--- src/rtl/seg7_pkg.sv ---
// Shared seven-segment definitions: active-low pattern table (bit0=a .. bit6=g),
// qualifier states and the decimal successor used by the sequence checker.
package seg7_pkg;

  localparam logic [6:0] SEG_0     = 7'b1000000;
  localparam logic [6:0] SEG_1     = 7'b1111001;
  localparam logic [6:0] SEG_2     = 7'b0100100;
  localparam logic [6:0] SEG_3     = 7'b0110000;
  localparam logic [6:0] SEG_4     = 7'b0011001;
  localparam logic [6:0] SEG_5     = 7'b0010010;
  localparam logic [6:0] SEG_6     = 7'b0000010;
  localparam logic [6:0] SEG_7     = 7'b1111000;
  localparam logic [6:0] SEG_8     = 7'b0000000;
  localparam logic [6:0] SEG_9     = 7'b0010000;
  localparam logic [6:0] SEG_BLANK = 7'b1111111;

  // Indexed by the decimal value so the encoder and decoder share one table.
  localparam logic [6:0] SEG_TAB [10] = '{
    SEG_0, SEG_1, SEG_2, SEG_3, SEG_4, SEG_5, SEG_6, SEG_7, SEG_8, SEG_9
  };

  typedef enum logic [1:0] {
    WAIT = 2'd0,
    QUAL = 2'd1,
    HOLD = 2'd2
  } state_e;

  typedef struct packed {
    logic [3:0] value;
    logic       is_digit;
    logic       is_blank;
  } seg_dec_t;

  function automatic logic [3:0] next_dec(input logic [3:0] v);
    return (v == 4'd9) ? 4'd0 : v + 4'd1;
  endfunction

endpackage

--- src/rtl/seg7_to_bcd.sv ---
// Combinational pattern classifier: recovers the decimal value of a legal
// active-low segment pattern and flags blank; anything else is neither.
module seg7_to_bcd
  import seg7_pkg::*;
(
  input  logic [6:0] seg_i,
  output seg_dec_t   dec_o
);

  logic [9:0] hit;

  genvar gi;
  generate
    for (gi = 0; gi < 10; gi++) begin : g_match
      assign hit[gi] = (seg_i == SEG_TAB[gi]);
    end
  endgenerate

  always_comb begin
    dec_o          = '0;
    dec_o.is_blank = (seg_i == SEG_BLANK);
    for (int i = 0; i < 10; i++) begin
      if (hit[i]) begin
        dec_o.value    = 4'(i);
        dec_o.is_digit = 1'b1;
      end
    end
  end

endmodule

--- src/rtl/seg7_decode_monitor.sv ---
// On-chip checker for a HEX digit driver: qualifies stable segment patterns,
// decodes them, checks +1 mod 10 progression and keeps saturating tallies.
module seg7_decode_monitor
  import seg7_pkg::*;
#(
  parameter int unsigned STABLE_CYCLES = 4,
  parameter int unsigned CNT_W         = 16
) (
  input  logic             clk,
  input  logic             reset,
  input  logic [6:0]       seg_in,
  input  logic             sample_en,
  output logic [3:0]       digit,
  output logic             digit_valid,
  output logic             invalid,
  output logic             seq_err,
  output logic [CNT_W-1:0] accept_count,
  output logic [CNT_W-1:0] err_count
);

  localparam logic [7:0]       STABLE_LIM = 8'(STABLE_CYCLES);
  localparam logic [CNT_W-1:0] CNT_MAX    = '1;

  state_e           state_q, state_d;
  logic [6:0]       seg_q, seg_d;
  logic [6:0]       cand_q, cand_d;
  logic [7:0]       stab_cnt_q, stab_cnt_d;
  logic             sampled_q, sampled_d;
  logic [6:0]       acc_pat_q, acc_pat_d;
  logic             acc_vld_q, acc_vld_d;
  logic [3:0]       prev_q, prev_d;
  logic             have_prev_q, have_prev_d;
  logic [3:0]       digit_q, digit_d;
  logic             digit_valid_q, digit_valid_d;
  logic             invalid_q, invalid_d;
  logic             seq_err_q, seq_err_d;
  logic [CNT_W-1:0] accept_count_q, accept_count_d;
  logic [CNT_W-1:0] err_count_q, err_count_d;
  logic             load, done;
  seg_dec_t         dec;

  // Every accept decision concerns the pattern currently held in seg_q.
  seg7_to_bcd u_dec (
    .seg_i (seg_q),
    .dec_o (dec)
  );

  always_ff @(posedge clk) begin
    if (reset) begin
      state_q        <= WAIT;
      seg_q          <= '0;
      cand_q         <= '0;
      stab_cnt_q     <= '0;
      sampled_q      <= 1'b0;
      acc_pat_q      <= '0;
      acc_vld_q      <= 1'b0;
      prev_q         <= '0;
      have_prev_q    <= 1'b0;
      digit_q        <= '0;
      digit_valid_q  <= 1'b0;
      invalid_q      <= 1'b0;
      seq_err_q      <= 1'b0;
      accept_count_q <= '0;
      err_count_q    <= '0;
    end else begin
      state_q        <= state_d;
      seg_q          <= seg_d;
      cand_q         <= cand_d;
      stab_cnt_q     <= stab_cnt_d;
      sampled_q      <= sampled_d;
      acc_pat_q      <= acc_pat_d;
      acc_vld_q      <= acc_vld_d;
      prev_q         <= prev_d;
      have_prev_q    <= have_prev_d;
      digit_q        <= digit_d;
      digit_valid_q  <= digit_valid_d;
      invalid_q      <= invalid_d;
      seq_err_q      <= seq_err_d;
      accept_count_q <= accept_count_d;
      err_count_q    <= err_count_d;
    end
  end

  always_comb begin
    state_d        = state_q;
    seg_d          = seg_q;
    cand_d         = cand_q;
    stab_cnt_d     = stab_cnt_q;
    sampled_d      = sampled_q;
    acc_pat_d      = acc_pat_q;
    acc_vld_d      = acc_vld_q;
    prev_d         = prev_q;
    have_prev_d    = have_prev_q;
    digit_d        = digit_q;
    digit_valid_d  = 1'b0;
    invalid_d      = 1'b0;
    seq_err_d      = 1'b0;
    accept_count_d = accept_count_q;
    err_count_d    = err_count_q;
    load           = 1'b0;
    done           = 1'b0;

    if (sample_en) begin
      seg_d     = seg_in;
      sampled_d = 1'b1;
      // In WAIT, seg_q still holds its reset value until the first real sample lands.
      if (state_q == WAIT) begin
        load = sampled_q;
      end else if (seg_q != cand_q) begin
        load = 1'b1;
      end else if (state_q == QUAL) begin
        stab_cnt_d = stab_cnt_q + 8'd1;
        if (stab_cnt_d == STABLE_LIM) begin
          done    = 1'b1;
          state_d = HOLD;
        end
      end

      if (load) begin
        cand_d     = seg_q;
        stab_cnt_d = 8'd1;
        state_d    = QUAL;
        if (STABLE_LIM == 8'd1) begin
          done    = 1'b1;
          state_d = HOLD;
        end
      end
    end

    // A pattern that returns after a short glitch is not reported a second time.
    if (done && !(acc_vld_q && (seg_q == acc_pat_q))) begin
      acc_pat_d = seg_q;
      acc_vld_d = 1'b1;
      if (dec.is_digit) begin
        digit_d       = dec.value;
        digit_valid_d = 1'b1;
        if (accept_count_q != CNT_MAX) accept_count_d = accept_count_q + 1'b1;
        if (have_prev_q && (dec.value != next_dec(prev_q))) begin
          seq_err_d = 1'b1;
          if (err_count_q != CNT_MAX) err_count_d = err_count_q + 1'b1;
        end
        prev_d      = dec.value;
        have_prev_d = 1'b1;
      end else if (!dec.is_blank) begin
        invalid_d   = 1'b1;
        have_prev_d = 1'b0;
        if (err_count_q != CNT_MAX) err_count_d = err_count_q + 1'b1;
      end
    end
  end

  assign digit        = digit_q;
  assign digit_valid  = digit_valid_q;
  assign invalid      = invalid_q;
  assign seq_err      = seq_err_q;
  assign accept_count = accept_count_q;
  assign err_count    = err_count_q;

endmodule

--- config.mk ---
export PLATFORM = sky130hd
export DESIGN_NAME = seg7_decode_monitor
export DESIGN_NICKNAME = d
export VERILOG_FILES = /design/src/rtl/seg7_pkg.sv /design/src/rtl/seg7_to_bcd.sv /design/src/rtl/seg7_decode_monitor.sv
export SDC_FILE = /design/constraint.sdc
export NUM_CORES = 1
export LEC_CHECK = 0
export BUFFER_PORTS_ARGS = -buffer_cell sky130_fd_sc_hd__clkbuf_2
export CORE_MARGIN = 2
export CORE_UTILIZATION = 50
export CTS_BUF_LIST = sky130_fd_sc_hd__clkbuf_8
export DETAILED_ROUTE_END_ITERATION = 10
export PLACE_DENSITY = 0.7
export SETUP_SLACK_MARGIN = 0.05
export SLEW_MARGIN = 20
export SYNTH_ARGS = -nofsm -noshare
export SYNTH_HDL_FRONTEND = slang
export SYNTH_SLANG_ARGS = --single-unit
--- constraint.sdc ---
create_clock -name clk -period 3 [get_ports clk]
set_input_delay 0.3 -clock clk [delete_from_list [all_inputs] [get_ports clk]]
set_output_delay 0.3 -clock clk [all_outputs]
set_load 0.01 [all_outputs]
==> impl_metrics.yaml <==
sta:
  fin_crit_sh_pct: 94.7
  fin_skew_ps: 6.63
  maxSlewHeadroom_pct: 30.3
  fmax_ghz: 0.352
  final_hold_viol_count: 0
  worstMarginPinSlew_ps: 1050
  setup_viol: 0
  tns_ps: 0
  slew_viol_final: 0
  grt_setup_unrepaired: "false"
  finalCriticalPeriod_ps: 2840
clock_network:
  cts_sinks: 73
  post_cts_buffers: 0
  cts_inserted_buffers: 9
  ctsHoldBuffers: 0
  post_cts_resized: 0
  h-tree-depth: 3
  cts_root_buf: "clkbuf_8"
  clk_latency_ps: 350
  cts_buffer_depth: 2
  clk_pin_slew_ps: 80
  cts_tree: "yes"
setup_path:
  cp-end-kind: "register"
  slowest_delay_ps: 600
  crit_buf_inv: 0
  cp_top_family: "simple AND/OR/NAND/NOR gates"
  required_ps: 3240
  cp_cell_sequence: "and4bb_2 > o21ai_1 > and3_4 > or4_4 > a211oi_4 > and3_1 > mux2_1"
  crit_path_max_fanout: 8
  start_kind: "register"
  arrival_ps: 3080
  slowest_stage: "dfxtp_1"
  setup.worst_path.class: "reg2reg"
logic_synthesis:
  synthesis.area_mm2: 0.00384
  async_reset_ff_share_pct: 0
  yosysWarnings: 0
  netlist_instances: 456
  synth_nets: 470
  yosys_register_bits: 73
  ys_dominant_reg_cell: "dfxtp_1"
  avgSynthCellArea_um2: 8.42
  synth_edf_count: 0
  yosysSeqAreaShare_pct: 38.1
  yosysUniqueCellTypes: 58
route:
  post-route-drc-count: 0
  route.vias.total: 3323
  drtIter0Drc: 222
  drt_wl_total_um: 8350
  via_per_inst: 5.49
  post_drt_wl_per_cell_um: 13.8
  drtAntennaViolNets: 0
  dr.pass1.iters: 4
floorplan:
  die_area_mm2: 0.00839
  die_x_um: 91.6
  ioPinCount: 49
  die_y_um: 91.6
  start_util_pct: 52.3
  core_area_mm2: 0.00733
  core.rowCount: 31
final_layout:
  final_cells: 605
  diodes: 0
  drive_gt1_share_pct: 19.6
  nets: 515
  area_growth_syn_to_layout_pct: 14.4
global_routing:
  grt_pass1_vias: 3107
  grt_overflow_total: 0
  grt_max_degree: 51
  antenna_found_initial: 0
  track_usage_pct: 20.7
  grt_pass1_wl_um: 14200
job:
  drv_cap: 0
power_and_ir_drop:
  internal_power_uw: 1610
  ir_drop_mv: 0.272
  clockPowerShare_pct: 44.9
  switchingPower_uw: 489
  comb_power_share_pct: 7.2
  leakage_uw: 0.00165
  pwr-share-seq_pct: 47.9
  power_density_mw_per_mm2: 479
  p_sw_share_pct: 23.3
placement:
  place_inst: 589
  dp_hpwl_um: 5770
  port-buffer-count: 48
  place_congestion: 0.820
worst_hold_path:
  hp-class: "in2reg"
status:
  outcome: "complete, no violations"
==> cells in the mapped netlist, drive strengths merged (2+ instances only) <==
cell    count  area (um^2)
nor2       57          214
nor3b       2         25.0
nand3b      4         30.0
nor3       14         81.3
mux2        8         90.1
nor2b      10         62.6
nand3      27          135
a211oi      3         35.0
and3        9         61.3
nand2      48          180
a21o        5         37.5
inv         9         33.8
mux2i      15          154
o21ai      14         70.1
nand2b      4         25.0
ha          4         50.1
clkbuf     10         37.5
dfxtp      73         1460
or3         7         48.8
a21oi      37          200
a31oi       2         12.5
xor2       11         96.3
a311oi      2         17.5
nand4      17          106
and2        3         18.8
xnor2      23          201
and4        5         43.8
buf        15          104
==> area by class of cell <==
type,instances,area [um^2]
clock buffer,10,138
clock inverter,6,106
fill,678,2940
inverter,10,37.5
multi-input combinational,347,2190
sequential,73,1470
tap,99,124
timing repair buffer,60,330
==> worst paths after layout <==
kind / startpoint / endpoint / slack [ps] / depth (start not counted)
worst min register to register: acc_pat_q[0] / acc_pat_q[0] / 470 / 2
worst max-delay path: seg_q[3] / err_count[8] / 160 / 7
worst max register to register: seg_q[3] / err_count[8] / 160 / 7
worst min-delay path: seg_in[0] / seg_q[0] / 190 / 3
==> metrics by stage <==
stage,cell area [um^2],power [uW],util (%),hold WS (ps),worst slack (ps)
finish,4390,2100,59.9,189,160
global route,4390,2170,59.9,201,66.5
CTS,4380,2120,59.8,183,123
detailed placement,4140,1180,56.5,459,146
global placement,4140,1170,56.5,455,211
floorplan,3840,1150,-,436,466
==> power groups by stage <==
| stage | combinational [uW] | sequential [uW] | clock (uW) |
|---|---|---|---|
| finish | 152 | 1010 | 943 |
| global route | 168 | 1010 | 997 |
| CTS | 152 | 1010 | 958 |
| detailed placement | 151 | 1030 | 0 |
| global placement | 147 | 1030 | 0 |
| floorplan | 135 | 1010 | 0 |
==> tightest hold or removal path, cell delays in order <==
cell and delay, ps:
clkbuf_2 80, mux2i_1 50, nor2_1 70
==> kinds of logic after synthesis <==
kind of cell,count (synthesis),synth area share [%]
flops,73,38.1
xor+xnor,34,7.76
compound gates,73,13.2
simple gates,213,28.4
buf+inv,36,4.92
fa+ha+maj,4,1.30
mux,23,6.36
==> metal layers <==
metal / vias up / global-route usage, % / share of wire (%)
met5: - / 0 / 0
met4: 0 / 9.09 / 1.5
met3: 12 / 3.32 / 3.8
met2: 64 / 34.6 / 47
met1: 1571 / 26.2 / 48
li1: 1676 / - / -
==> flip-flops by register name, summed over array words and instances (netlist names) <==
name,cells
err_count,16
cand_q,7
invalid,1
acc_pat_q,7
have_prev_q,1
seg_q,7
stab_cnt_q,8
accept_count,16
acc_vld_q,1
state_q,2
seq_err,1
sampled_q,1
digit,4
digit_valid,1
==> cells in the final DEF (no fill, tap or decap), types with 4 or more instances in the layout <==
master and count:
o21ai_0 11, and4_1 5, or3_1 6, a21oi_1 35, nand3_1 27, nor2_1 57
nand3b_1 4, nand2_1 48, clkbuf_2 48, buf_4 12, mux2_1 5, dfxtp_1 68
xor2_1 11, dfxtp_2 5, nand4_1 17, nor2b_1 10, a21o_1 5, mux2i_1 14
clkbuf_8 10, nand2b_1 4, ha_1 4, and3_1 8, inv_1 10, xnor2_1 23
nor3_1 13
Power figures use the tool's default switching activity.
